===== config.mk =====
export PLATFORM = sky130hd
export DESIGN_NAME = i2s_tx_slave_flat
export DESIGN_NICKNAME = d
export VERILOG_FILES = /design/src/rtl/i2s_tx_slave_pkg.sv /design/src/rtl/i2s_tx_slave_if.sv /design/src/rtl/i2s_tx_slave_fifo.sv /design/src/rtl/i2s_tx_slave.sv /design/src/flat_wrapper.sv
export SDC_FILE = /design/constraint.sdc
export NUM_CORES = 1
export LEC_CHECK = 0
export CORE_UTILIZATION = 59
export DETAILED_ROUTE_END_ITERATION = 7
export PLACE_DENSITY_LB_ADDON = 0.15
export SYNTH_ARGS = -nofsm -noshare
export SYNTH_HDL_FRONTEND = slang
export SYNTH_SLANG_ARGS = --single-unit

===== constraint.sdc =====
create_clock -name HCLK -period 3.69 [get_ports HCLK]
set_clock_uncertainty 0.05 [all_clocks]
set_input_delay 0.5535 -clock HCLK [delete_from_list [all_inputs] [get_ports HCLK]]
set_output_delay 0.5535 -clock HCLK [all_outputs]
set_load 0.01 [all_outputs]

===== src/rtl/i2s_tx_slave_pkg.sv =====
// Shared types and defaults for the I2S slave transmitter.
// I2S_TX_MONO_EN selects single-sample FIFO entries instead of {left, right} frames.
package i2s_tx_pkg;

  localparam int DEF_DATA_W     = 24;
  localparam int DEF_SLOT_W     = 32;
  localparam int DEF_FIFO_DEPTH = 4;

  typedef enum logic {
    CH_LEFT  = 1'b0,
    CH_RIGHT = 1'b1
  } channel_e;

  typedef enum logic [1:0] {
    DISARMED,
    WAIT_LEFT,
    RUN
  } state_e;

  // Width of one FIFO entry / push word for a given sample width.
  function automatic int frame_w(input int data_w);
`ifdef I2S_TX_MONO_EN
    return data_w;
`else
    return 2 * data_w;
`endif
  endfunction

endpackage


===== src/rtl/i2s_tx_slave_if.sv =====
// Producer-side push port of the I2S slave transmitter, with status and flag clear.
// Under I2S_TX_MONO_EN the push word carries one sample instead of {left, right}.
interface i2s_tx_slave_if
  import i2s_tx_pkg::*;
#(
  parameter int DATA_W     = DEF_DATA_W,
  parameter int FIFO_DEPTH = DEF_FIFO_DEPTH
) ();

  localparam int FRAME_W = frame_w(DATA_W);
  localparam int LEVEL_W = $clog2(FIFO_DEPTH + 1);

  logic [FRAME_W-1:0] s_data;
  logic               s_valid;
  logic               s_ready;
  logic [LEVEL_W-1:0] level;
  logic               underflow;
  logic               clr_underflow;

  modport master (
    output s_data,
    output s_valid,
    output clr_underflow,
    input  s_ready,
    input  level,
    input  underflow
  );

  modport slave (
    input  s_data,
    input  s_valid,
    input  clr_underflow,
    output s_ready,
    output level,
    output underflow
  );

endinterface


===== src/rtl/i2s_tx_slave_fifo.sv =====
// Small synchronous FIFO with array storage and a registered read port:
// rdata holds the popped entry from the cycle after the pop onwards.
module i2s_tx_fifo #(
  parameter int WIDTH = 48,
  parameter int DEPTH = 4
) (
  input  logic                       clk,
  input  logic                       srst,
  input  logic                       push,
  input  logic [WIDTH-1:0]           wdata,
  input  logic                       pop,
  output logic [WIDTH-1:0]           rdata,
  output logic                       full,
  output logic                       empty,
  output logic [$clog2(DEPTH+1)-1:0] level
);

  localparam int PTR_W   = (DEPTH > 1) ? $clog2(DEPTH) : 1;
  localparam int LEVEL_W = $clog2(DEPTH + 1);

  logic [WIDTH-1:0]   mem [DEPTH];
  logic [PTR_W-1:0]   wr_ptr_reg;
  logic [PTR_W-1:0]   rd_ptr_reg;
  logic [LEVEL_W-1:0] level_reg;
  logic [LEVEL_W-1:0] level_next;
  logic [WIDTH-1:0]   rdata_reg;
  logic               push_ok;
  logic               pop_ok;

  assign full    = (level_reg == LEVEL_W'(DEPTH));
  assign empty   = (level_reg == '0);
  assign push_ok = push && !full;
  assign pop_ok  = pop && !empty;

  always_comb begin
    level_next = level_reg;
    case ({push_ok, pop_ok})
      2'b10:   level_next = level_reg + 1'b1;
      2'b01:   level_next = level_reg - 1'b1;
      default: level_next = level_reg;
    endcase
  end

  always_ff @(posedge clk) begin
    if (push_ok) begin
      mem[wr_ptr_reg] <= wdata;
    end
  end

  // Depth is a power of two, so the pointers wrap naturally.
  always_ff @(posedge clk) begin
    if (srst) begin
      wr_ptr_reg <= '0;
      rd_ptr_reg <= '0;
      level_reg  <= '0;
      rdata_reg  <= '0;
    end else begin
      level_reg <= level_next;
      if (push_ok) begin
        wr_ptr_reg <= wr_ptr_reg + 1'b1;
      end
      if (pop_ok) begin
        rd_ptr_reg <= rd_ptr_reg + 1'b1;
        rdata_reg  <= mem[rd_ptr_reg];
      end
    end
  end

  assign rdata = rdata_reg;
  assign level = level_reg;

endmodule


===== src/rtl/i2s_tx_slave.sv =====
// I2S (Philips) slave transmitter: syncs external BCLK/WS, pops PCM frames at each
// left start and shifts them out MSB first on BCLK falls. I2S_TX_MONO_EN: mono FIFO.
module i2s_tx_slave
  import i2s_tx_pkg::*;
#(
  parameter int DATA_W     = DEF_DATA_W,
  parameter int SLOT_W     = DEF_SLOT_W,
  parameter int FIFO_DEPTH = DEF_FIFO_DEPTH
) (
  input  logic HCLK,
  input  logic HRESET,
  input  logic bclk,
  input  logic ws,
  output logic dout,
  i2s_tx_slave_if.slave bus
);

  localparam int FRAME_W = frame_w(DATA_W);
  localparam int LEVEL_W = $clog2(FIFO_DEPTH + 1);

  logic [1:0] pins;
  logic [1:0] synced;
  genvar gi;

  assign pins = {ws, bclk};

  generate
    for (gi = 0; gi < 2; gi++) begin : g_sync
      logic meta_reg;
      logic sync_reg;
      always_ff @(posedge HCLK) begin
        if (HRESET) begin
          meta_reg <= 1'b0;
          sync_reg <= 1'b0;
        end else begin
          meta_reg <= pins[gi];
          sync_reg <= meta_reg;
        end
      end
      assign synced[gi] = sync_reg;
    end
  endgenerate

  logic     bclk_s;
  channel_e ws_cur;
  logic     bclk_prev_reg;
  channel_e ws_last_reg;
  logic     fall;
  logic     left_start;
  logic     right_start;

  assign bclk_s      = synced[0];
  assign ws_cur      = channel_e'(synced[1]);
  assign fall        = bclk_prev_reg && !bclk_s;
  assign left_start  = fall && (ws_last_reg == CH_RIGHT) && (ws_cur == CH_LEFT);
  assign right_start = fall && (ws_last_reg == CH_LEFT) && (ws_cur == CH_RIGHT);

  always_ff @(posedge HCLK) begin
    if (HRESET) begin
      bclk_prev_reg <= 1'b0;
      ws_last_reg   <= CH_LEFT;
    end else begin
      bclk_prev_reg <= bclk_s;
      if (fall) begin
        ws_last_reg <= ws_cur;
      end
    end
  end

  logic [FRAME_W-1:0] fifo_rdata;
  logic               fifo_full;
  logic               fifo_empty;
  logic [LEVEL_W-1:0] fifo_level;
  logic               pop_req;

  i2s_tx_fifo #(
    .WIDTH (FRAME_W),
    .DEPTH (FIFO_DEPTH)
  ) u_fifo (
    .clk   (HCLK),
    .srst  (HRESET),
    .push  (bus.s_valid && bus.s_ready),
    .wdata (bus.s_data),
    .pop   (pop_req),
    .rdata (fifo_rdata),
    .full  (fifo_full),
    .empty (fifo_empty),
    .level (fifo_level)
  );

  assign bus.s_ready = !fifo_full;
  assign bus.level   = fifo_level;

  state_e state_reg;
  state_e state_next;
  logic   load_zero;
  logic   load_right;
  logic   shift_en;
  logic   dout_zero;
  logic   set_underflow;

  always_ff @(posedge HCLK) begin
    if (HRESET) begin
      state_reg <= DISARMED;
    end else begin
      state_reg <= state_next;
    end
  end

  // The first fall after reset only establishes ws_last; data waits for a left start.
  always_comb begin
    state_next = state_reg;
    unique case (state_reg)
      DISARMED:  if (fall) state_next = WAIT_LEFT;
      WAIT_LEFT: if (left_start) state_next = RUN;
      RUN:       state_next = RUN;
      default:   state_next = DISARMED;
    endcase
  end

  always_comb begin
    pop_req       = 1'b0;
    load_zero     = 1'b0;
    load_right    = 1'b0;
    shift_en      = 1'b0;
    dout_zero     = 1'b0;
    set_underflow = 1'b0;
    unique case (state_reg)
      WAIT_LEFT: begin
        if (left_start) begin
          dout_zero = 1'b1;
          if (fifo_empty) begin
            load_zero     = 1'b1;
            set_underflow = 1'b1;
          end else begin
            pop_req = 1'b1;
          end
        end else if (fall) begin
          dout_zero = 1'b1;
        end
      end
      RUN: begin
        if (left_start) begin
          dout_zero = 1'b1;
          if (fifo_empty) begin
            load_zero     = 1'b1;
            set_underflow = 1'b1;
          end else begin
            pop_req = 1'b1;
          end
        end else if (right_start) begin
          load_right = 1'b1;
          dout_zero  = 1'b1;
        end else if (fall) begin
          shift_en = 1'b1;
        end
      end
      default: ;
    endcase
  end

  logic [DATA_W-1:0] sample_left;
  logic [DATA_W-1:0] sample_right;

`ifdef I2S_TX_MONO_EN
  assign sample_left  = fifo_rdata;
  assign sample_right = fifo_rdata;
`else
  assign sample_left  = fifo_rdata[FRAME_W-1 -: DATA_W];
  assign sample_right = fifo_rdata[DATA_W-1:0];
`endif

  function automatic logic [SLOT_W-1:0] to_slot(input logic [DATA_W-1:0] sample);
    to_slot = '0;
    to_slot[SLOT_W-1 -: DATA_W] = sample;
  endfunction

  logic [SLOT_W-1:0] shreg_reg;
  logic [DATA_W-1:0] right_hold_reg;
  logic              pop_d_reg;
  logic              dout_reg;
  logic              underflow_reg;

  // Popped data arrives one cycle after the left-start fall; the next fall is
  // several HCLK cycles away, so the late shift-register load is never observed.
  always_ff @(posedge HCLK) begin
    if (HRESET) begin
      shreg_reg      <= '0;
      right_hold_reg <= '0;
      pop_d_reg      <= 1'b0;
      dout_reg       <= 1'b0;
      underflow_reg  <= 1'b0;
    end else begin
      pop_d_reg <= pop_req;

      if (dout_zero) begin
        dout_reg <= 1'b0;
      end else if (shift_en) begin
        dout_reg <= shreg_reg[SLOT_W-1];
      end

      if (load_zero) begin
        shreg_reg      <= '0;
        right_hold_reg <= '0;
      end else if (pop_d_reg) begin
        shreg_reg      <= to_slot(sample_left);
        right_hold_reg <= sample_right;
      end else if (load_right) begin
        shreg_reg <= to_slot(right_hold_reg);
      end else if (shift_en) begin
        shreg_reg <= shreg_reg << 1;
      end

      if (set_underflow) begin
        underflow_reg <= 1'b1;
      end else if (bus.clr_underflow) begin
        underflow_reg <= 1'b0;
      end
    end
  end

  assign dout          = dout_reg;
  assign bus.underflow = underflow_reg;

endmodule

===== src/flat_wrapper.sv =====
// flat-port wrapper written by rule: the top's interface ports become plain ports
module i2s_tx_slave_flat import i2s_tx_pkg::*;
#(
  parameter int DATA_W     = DEF_DATA_W,
  parameter int SLOT_W     = DEF_SLOT_W,
  parameter int FIFO_DEPTH = DEF_FIFO_DEPTH
)
  (HCLK, HRESET, bclk, ws, dout, bus_s_data, bus_s_valid, bus_clr_underflow, bus_s_ready, bus_level, bus_underflow);
  i2s_tx_slave_if #(.DATA_W(DATA_W), .FIFO_DEPTH(FIFO_DEPTH)) bus_i ();
  input  logic HCLK;
  input  logic HRESET;
  input  logic bclk;
  input  logic ws;
  output logic dout;
  input wire logic [$bits(bus_i.s_data)-1:0] bus_s_data;
  input wire logic [$bits(bus_i.s_valid)-1:0] bus_s_valid;
  input wire logic [$bits(bus_i.clr_underflow)-1:0] bus_clr_underflow;
  output wire logic [$bits(bus_i.s_ready)-1:0] bus_s_ready;
  output wire logic [$bits(bus_i.level)-1:0] bus_level;
  output wire logic [$bits(bus_i.underflow)-1:0] bus_underflow;
  assign bus_i.s_data = bus_s_data;
  assign bus_i.s_valid = bus_s_valid;
  assign bus_i.clr_underflow = bus_clr_underflow;
  assign bus_s_ready = bus_i.s_ready;
  assign bus_level = bus_i.level;
  assign bus_underflow = bus_i.underflow;
  i2s_tx_slave #(.DATA_W(DATA_W), .SLOT_W(SLOT_W), .FIFO_DEPTH(FIFO_DEPTH)) u_core (.HCLK(HCLK), .HRESET(HRESET), .bclk(bclk), .ws(ws), .dout(dout), .bus(bus_i));
endmodule

# After elaboration in Yosys (flattened, before gate mapping)
# Memories as Yosys holds them, arrays and structs flattened. A register that Yosys moved wholly into a read port is not among the register bits.
# Cells that the tools add are included.
[op_classes] add_sub_neg=4 n_mul=0 shifts=0 muxes=27 n_lt_le_gt_ge=0 n_reduce_logical=20 bitwise_logic=2 div=0 n_eq_ne=7
[op_table] operator="$mux W32" count=3
[op_table] operator="$mux W1" count=19
[op_table] operator="$logic_and A1 B1 Y1" count=8
[op_table] operator="$pmux W2 S3" count=1
[op_table] operator="$pmux W3 S2" count=1
[op_table] operator="$reduce_or A2 Y1" count=3
[op_table] operator="$add A2 B1 Y2 const B" count=2
[op_table] operator="$eq A2 B1 Y1 const B" count=2
[op_table] operator="$eq A2 B2 Y1 const B" count=2
[op_table] operator="$mux W2" count=2
[op_table] operator="$ne A2 B1 Y1 const B" count=2
[op_table] operator="$reduce_bool A2 Y1" count=2
[op_table] operator="$add A3 B1 Y3 const B" count=1
[op_table] operator="$eq A3 B3 Y1 const B" count=1
[op_table] operator="$logic_not A1 Y1" count=3
[op_table] operator="$logic_not A3 Y1" count=1
[op_table] operator="$reduce_bool A3 Y1" count=1
[op_table] operator="$sub A3 B1 Y3 const B" count=1
[op_table] operator="$logic_not A2 Y1" count=1
[op_table] operator="$not A1 Y1" count=2
[op_table] operator="$pmux W1 S2" count=1
[op_table] operator="$reduce_and A2 Y1" count=1
[word_totals] mem_bits_ro=0 word_cells=76 input_bits=54 output_inout_bits=6 register_bits=66 n_memories=1 latch_bits=0 ram_bits=192
[memory_table] name="u_core.u_fifo.mem" depth=4 word_bits=48 read_ports=1 rd_clocked_by_memory_dff=1 write_ports=1 line="i2s_tx_slave_fifo.sv:21" source="logic [WIDTH-1:0] mem [DEPTH];"

# Depth between registers and ports, before layout
[logic_depth] ltp_word=10 ltp_mapped=11 depth_no_buf=10

# By module
# A second synthesis with hierarchy kept.
[hier_totals] cells_unflattened=699 area_unflattened_um2=11649.9
[by_module_without_submodules] mod="i2s_tx_fifo" n_inst=1 cells_each=410 area_per_inst_um2=8813.5 seq_area_each_um2=6866.6
[by_module_without_submodules] mod="i2s_tx_slave" n_inst=1 cells_each=289 area_per_inst_um2=2836.5 seq_area_each_um2=1181.1

# Least setup slack after synthesis
# OpenSTA, ideal clock, no wires.
[synth_path] path_kind="reg-to-reg" startpoint="reg u_core.state_reg[0]" endpoint="reg u_core.u_fifo.level_reg[2], in the netlist u_core.u_fifo.level[2]" setup_time_ns=0.070 period_less_slack_ns=2.547 t_required_ns=3.570 arrival_time_ns=2.427 slack_ns=1.143 path_stages_with_launch=12 n_path_buf=1 cell_sequence="dfxtp_1 > inv_1 > ha_1 > nand3_1 > inv_2 > clkbuf_1 > ha_1 > inv_1 > fa_1 > xor2_1 > or3_1 > a21oi_1"
[synth_via] elab_chain_len=6 elab_cells_between_ends=9 classes_between="eq/ne (4); mux (2); reduce/logical (3)"
[synth_lines] element="from (decl)" line="i2s_tx_slave.sv:94" source="state_e state_reg;"
[synth_lines] element="from (signal assigned)" line="i2s_tx_slave.sv:106" source="state_reg <= state_next;"
[synth_lines] element="$eq A2 B1 Y1 or $eq A2 B2 Y1 (tied branches)" line="i2s_tx_slave.sv:128" source="unique case (state_reg)"
[synth_lines] element="$reduce_or A2 Y1 (no source line) *"
[synth_lines] element="$mux W1 *"
[synth_lines] element="$logic_and A1 B1 Y1 *" line="i2s_tx_slave_fifo.sv:33" source="assign pop_ok = pop && !empty;"
[synth_lines] element="net u_core.u_fifo.pop_ok" line="i2s_tx_slave_fifo.sv:28" source="logic pop_ok;"
[synth_lines] element="$eq A2 B1 Y1 or $eq A2 B2 Y1 (tied branches)" line="i2s_tx_slave_fifo.sv:37" source="case ({push_ok, pop_ok})"
[synth_lines] element="$pmux W3 S2 or $reduce_bool A2 Y1 (tied branches)"
[synth_lines] element="to (signal assigned)" line="i2s_tx_slave_fifo.sv:58" source="level_reg <= level_next;"
[synth_lines] element="to (decl)" line="i2s_tx_slave_fifo.sv:24" source="logic [LEVEL_W-1:0] level_reg;"
# Mark *: on every way through the listed nets, which the timed path passes. The rest lies on a longest branch.
# A chain may end at the register's enable or synchronous reset.

# Worst setup path in the final report
[layout_path] startpoint="reg u_core.u_fifo.level_reg[2], in the netlist u_core.u_fifo.level[2]" endpoint="reg u_core.u_fifo.level_reg[2], in the netlist u_core.u_fifo.level[2]"
[layout_via] elab_chain_len=7 elab_cells_between_ends=16 classes_between="add/sub (2); eq/ne (3); mux (4); reduce/logical (7)"
[layout_lines] element="$logic_not A3 Y1" line="i2s_tx_slave_fifo.sv:31" source="assign empty = (level_reg == '0);"
[layout_lines] element="$mux W1" line="i2s_tx_slave.sv:132, i2s_tx_slave.sv:145"
[layout_lines] element="$mux W1" line="i2s_tx_slave.sv:143" source="if (left_start) begin"
[layout_lines] element="$mux W1"
[layout_lines] element="$logic_and A1 B1 Y1" line="i2s_tx_slave_fifo.sv:33"
[layout_lines] element="$eq A2 B1 Y1 or $eq A2 B2 Y1 (tied branches)" line="i2s_tx_slave_fifo.sv:37"
[layout_lines] element="$pmux W3 S2 or $reduce_bool A2 Y1 (tied branches)"
# Parallel ways exist; a longest one is shown, timed or not.

==> results.md <==
- The flow ran to the end, and the final reports show no timing, DRC or antenna violations.
- The fraction of the mapped netlist area in compound gates is 0.0427.
- The combinational family with the most area after synthesis is multiplexers.
- Counting instances, the worst hold path has a depth of 1.
- The proportion of register bits with asynchronous set or reset after synthesis is 0.
- Synthesis produced a netlist with a net count of between 800 and 900.
- The buffer depth of the longest clock path is 3.
- The detail-routed net length per standard cell is just under 20 um.
- The CTS buffer count is 30.
- Summing all non-filler instances in the final layout gives an area of ~0.013 mm^2.
- The pre-antenna-repair detailed-routing pass consisted of 4 iterations.
- The analysis attributes to cell leakage a power of 4.27 nW.
- The hold violation count in the final report is 0.
- The number of nets in the layout is 913.
- The synthesized design spends more area on one cell type than any other, namely edfxtp_1.
- The pin count of the biggest net entering global routing is between 60 and 70.
- The synthesized design contains 306 register bits.
- The worst slew margin relative to its limit is 0.359.
- The fraction of the mapped netlist area in simple logic gates is 0.0929.
- The cell area power density is between 500 and 600 mW/mm^2.
- The root buffer cell chosen for the clock tree is clkbuf_16.
- In the global route stage, overall resource usage came out at 0.229.
- The proportion of layout cells with a drive suffix above 1 is 0.136.
- Summed over all failing endpoints, the final setup total negative slack is 0 ns.
- In this run the worst path has a maximum fanout of 6.
- The delay contributed by the slowest stage of the critical path is roughly 0.45 ns.
- The minimum period implied by the final worst setup slack is about 2.5 ns.
- For this design, the sink count on the clock tree is slightly above 300.
- The number of synthesized flops with an enable pin is 192.
- The kind of capture point of the worst setup path is a flop.
- The post-detailed-route DRC marker count is 0.
- The netlist area before placement is 0.0116 mm^2.
- The count of instances resized after the clock tree is built is 0.
- The final-report max-slew violation count is 0.
- The area share of the leading cell type in the synthesized netlist is 0.497.
- For this configuration, the core starts out at a cell density of 0.610.
- Wires add up to around 22000 um.
- Once detail routing completed, the nets flagged for antenna violations numbered 0.
- Synthesis produced a netlist whose cell count is 797.
- Of the total synthesized cell area, the portion taken by XOR and XNOR cells is 0.00302.
- In this run the mean area of a mapped cell was approximately 15 um^2.
- The relative area change from synthesis to final layout is 15.5%.
- Detailed placement ended at an HPWL of around 13000 um.
- Derived from the worst setup path, the maximum achievable clock frequency is 398 MHz.
- In this run the post-CTS setup repair buffer count came out at 0.
- The adder-cell share of the synthesized area is 0.0103.
- Leaving out fill and tap cells, the most frequent cell in the layout is edfxtp_1.
- The height of the chip is about 140 um.
- For this run, the register share of the synthesized area comes to 0.693.
- The last weighted congestion value of the routability-driven placer is ~0.75.
- The arrival time reported for the critical path endpoint is just under 3 ns.
- The via total after detailed routing is 6566.
- At the pin with the least slew margin, the transition time is 0.962 ns.
- The number of violations of the max-capacitance limit is 0.
- The count of synthesis-stage warnings from yosys is 0.
- The antenna cell count is 0.
- The CTS tree is done.
- The floorplan has 50 rows.
- 60 I/O pins were placed.
- The peak supply drop is 0.521 mV.
- The multiplexer fraction of the synthesized cell area is 0.135.
- The utilization after layout is 0.705.
- The clock transition at the register clock pins on the worst setup and hold paths after CTS is ~0.060 ns.
- The global-route wire length before repair is 35700 um.
- Setup violations remaining at the end of the flow were counted as 0.
- The worst hold-check path type is flop to flop.
- The insertion delay of the later-clocked pin in the worst-skew pair is around 0.54 ns.
- The via count of the first global-routing pass came to ~7000.
- Once placement finished, the instance area stood at 0.0125 mm^2.
- The dominant cell type by count on the critical path is inv_1.
- The sort of element at the start of the critical path is a flop.
- By startpoint and endpoint, the worst setup path is classified as flop to flop.
- The worst register-to-register path has a setup slack of 1.18 ns.
- The first routing iteration left ~370 violations.
- The flip-flop count of the largest register after layout is about 190.
- The placeable core region is roughly 0.019 mm^2.
- The number of unique standard cell types used by synthesis is 39.
- Setup repair after global routing left no endpoint under its margin.
- The master of the slowest instance on the critical path is or3b_1.
- The final clock period utilization by the worst path is 0.682.
- The critical path goes through or3b_1, and2_1, inv_1, ha_1, inv_1, fa_1, xor2_1, or3_1, a21oi_1.
- Data on the critical path is required at its endpoint by 4.11 ns.
- Ranked by total cell area, the synthesized netlist is headed by edfxtp_1, dfxtp_1, mux4_2.
- The initial antenna violation count is 0.
- Leaving out fill and tap cells, the most frequent cells in the layout are edfxtp_1, nand2_1, dfxtp_1.
- The count of cells along the worst register-to-register path is 9.
- In this run the number of H-tree levels came out at 1.
- For this design, the CTS-stage hold fixing added 0 buffers.
- The floorplan die area is a little over 0.02 mm^2.
- Summed over all layers, the global routing overflow is 0.
- The number of buffer cells added on primary ports is 59.
- The dominant register cell in the synthesized netlist is edfxtp_1.
- From left edge to right edge, the die measures 142 um.
- The detailed-route vias per instance is 5.79.
-- area by class of cell --
cell class	instances	area (um^2)
sequential	306	8050
tap	260	325
inverter	12	45.0
fill	1318	5620
clock buffer	46	885
multi-input combinational	428	3300
timing repair buffer	72	746
clock inverter	10	47.5
-- power by group --
group | switching [mW] | leakage (nW) | internal [mW]
Sequential | 0.0286 | 2.68 | 3.75
Combinational | 0.153 | 1.12 | 0.127
Clock | 1.19 | 0.468 | 1.64
Total | 1.38 | 4.27 | 5.52
-- path summary, 6_finish.rpt --
kind / start / to
setup / recovery: u_core.u_fifo.level[2] / u_core.u_fifo.level[2]
hold / removal: u_core.g_sync[1].meta_reg / u_core.g_sync[1].sync_reg
setup reg to reg: u_core.u_fifo.level[2] / u_core.u_fifo.level[2]
hold reg to reg: u_core.g_sync[1].meta_reg / u_core.g_sync[1].sync_reg
-- logic make-up after synthesis --
family,count (synthesis)
AND/OR/NAND/NOR,229
multiplexers,96
XOR/XNOR,4
buffers and inverters,63
flip-flops,306
adder cells (fa/ha/maj),9
AO/OA/AOI/OAI,90
-- stage by stage --
stage	hold slack [ns]	worst slack [ns]	power [mW]	std cells
floorplan	0.364	1.14	3.98	797
global placement	0.390	1.12	4.11	1078
detailed placement	0.382	1.02	4.13	1078
CTS	0.407	1.19	6.95	1134
global route	0.422	1.03	7.13	1134
finish	0.405	1.18	6.89	1134
-- cells in the mapped netlist (2+ instances only) --
library cell    n
inv_1          11
a31oi_1        23
and3_1          4
nor2b_1         6
mux4_2         48
o21ai_0         2
clkbuf_1       35
buf_2          11
edfxtp_1      192
buf_1           2
xor2_1          3
dfxtp_1       114
nand2_1       125
or3_1          25
buf_6           2
nand3_1         3
nand3b_1       22
mux2i_1        48
a21o_1          2
nor2_1         32
ha_1            8
a21oi_1        59
nand2b_1        4
-- critical path: cells and delay by family (launching register included) --
kind | cells | cell delay, ns
AND/OR/NAND/NOR | 3 | 0.99
buffers and inverters | 2 | 0.15
AO/OA/AOI/OAI | 1 | 0.15
flip-flops | 1 | 0.38
XOR/XNOR | 1 | 0.16
adder cells (fa/ha/maj) | 2 | 0.57
-- routing by layer --
metal,global-route usage,vias to the layer above,part of all wire
li1,-,3048,-
met4,0.0764,0,0.026
met5,0,-,0
met2,0.385,191,0.50
met3,0.0491,43,0.061
met1,0.297,3284,0.42
(Power assumes the default switching activity.)
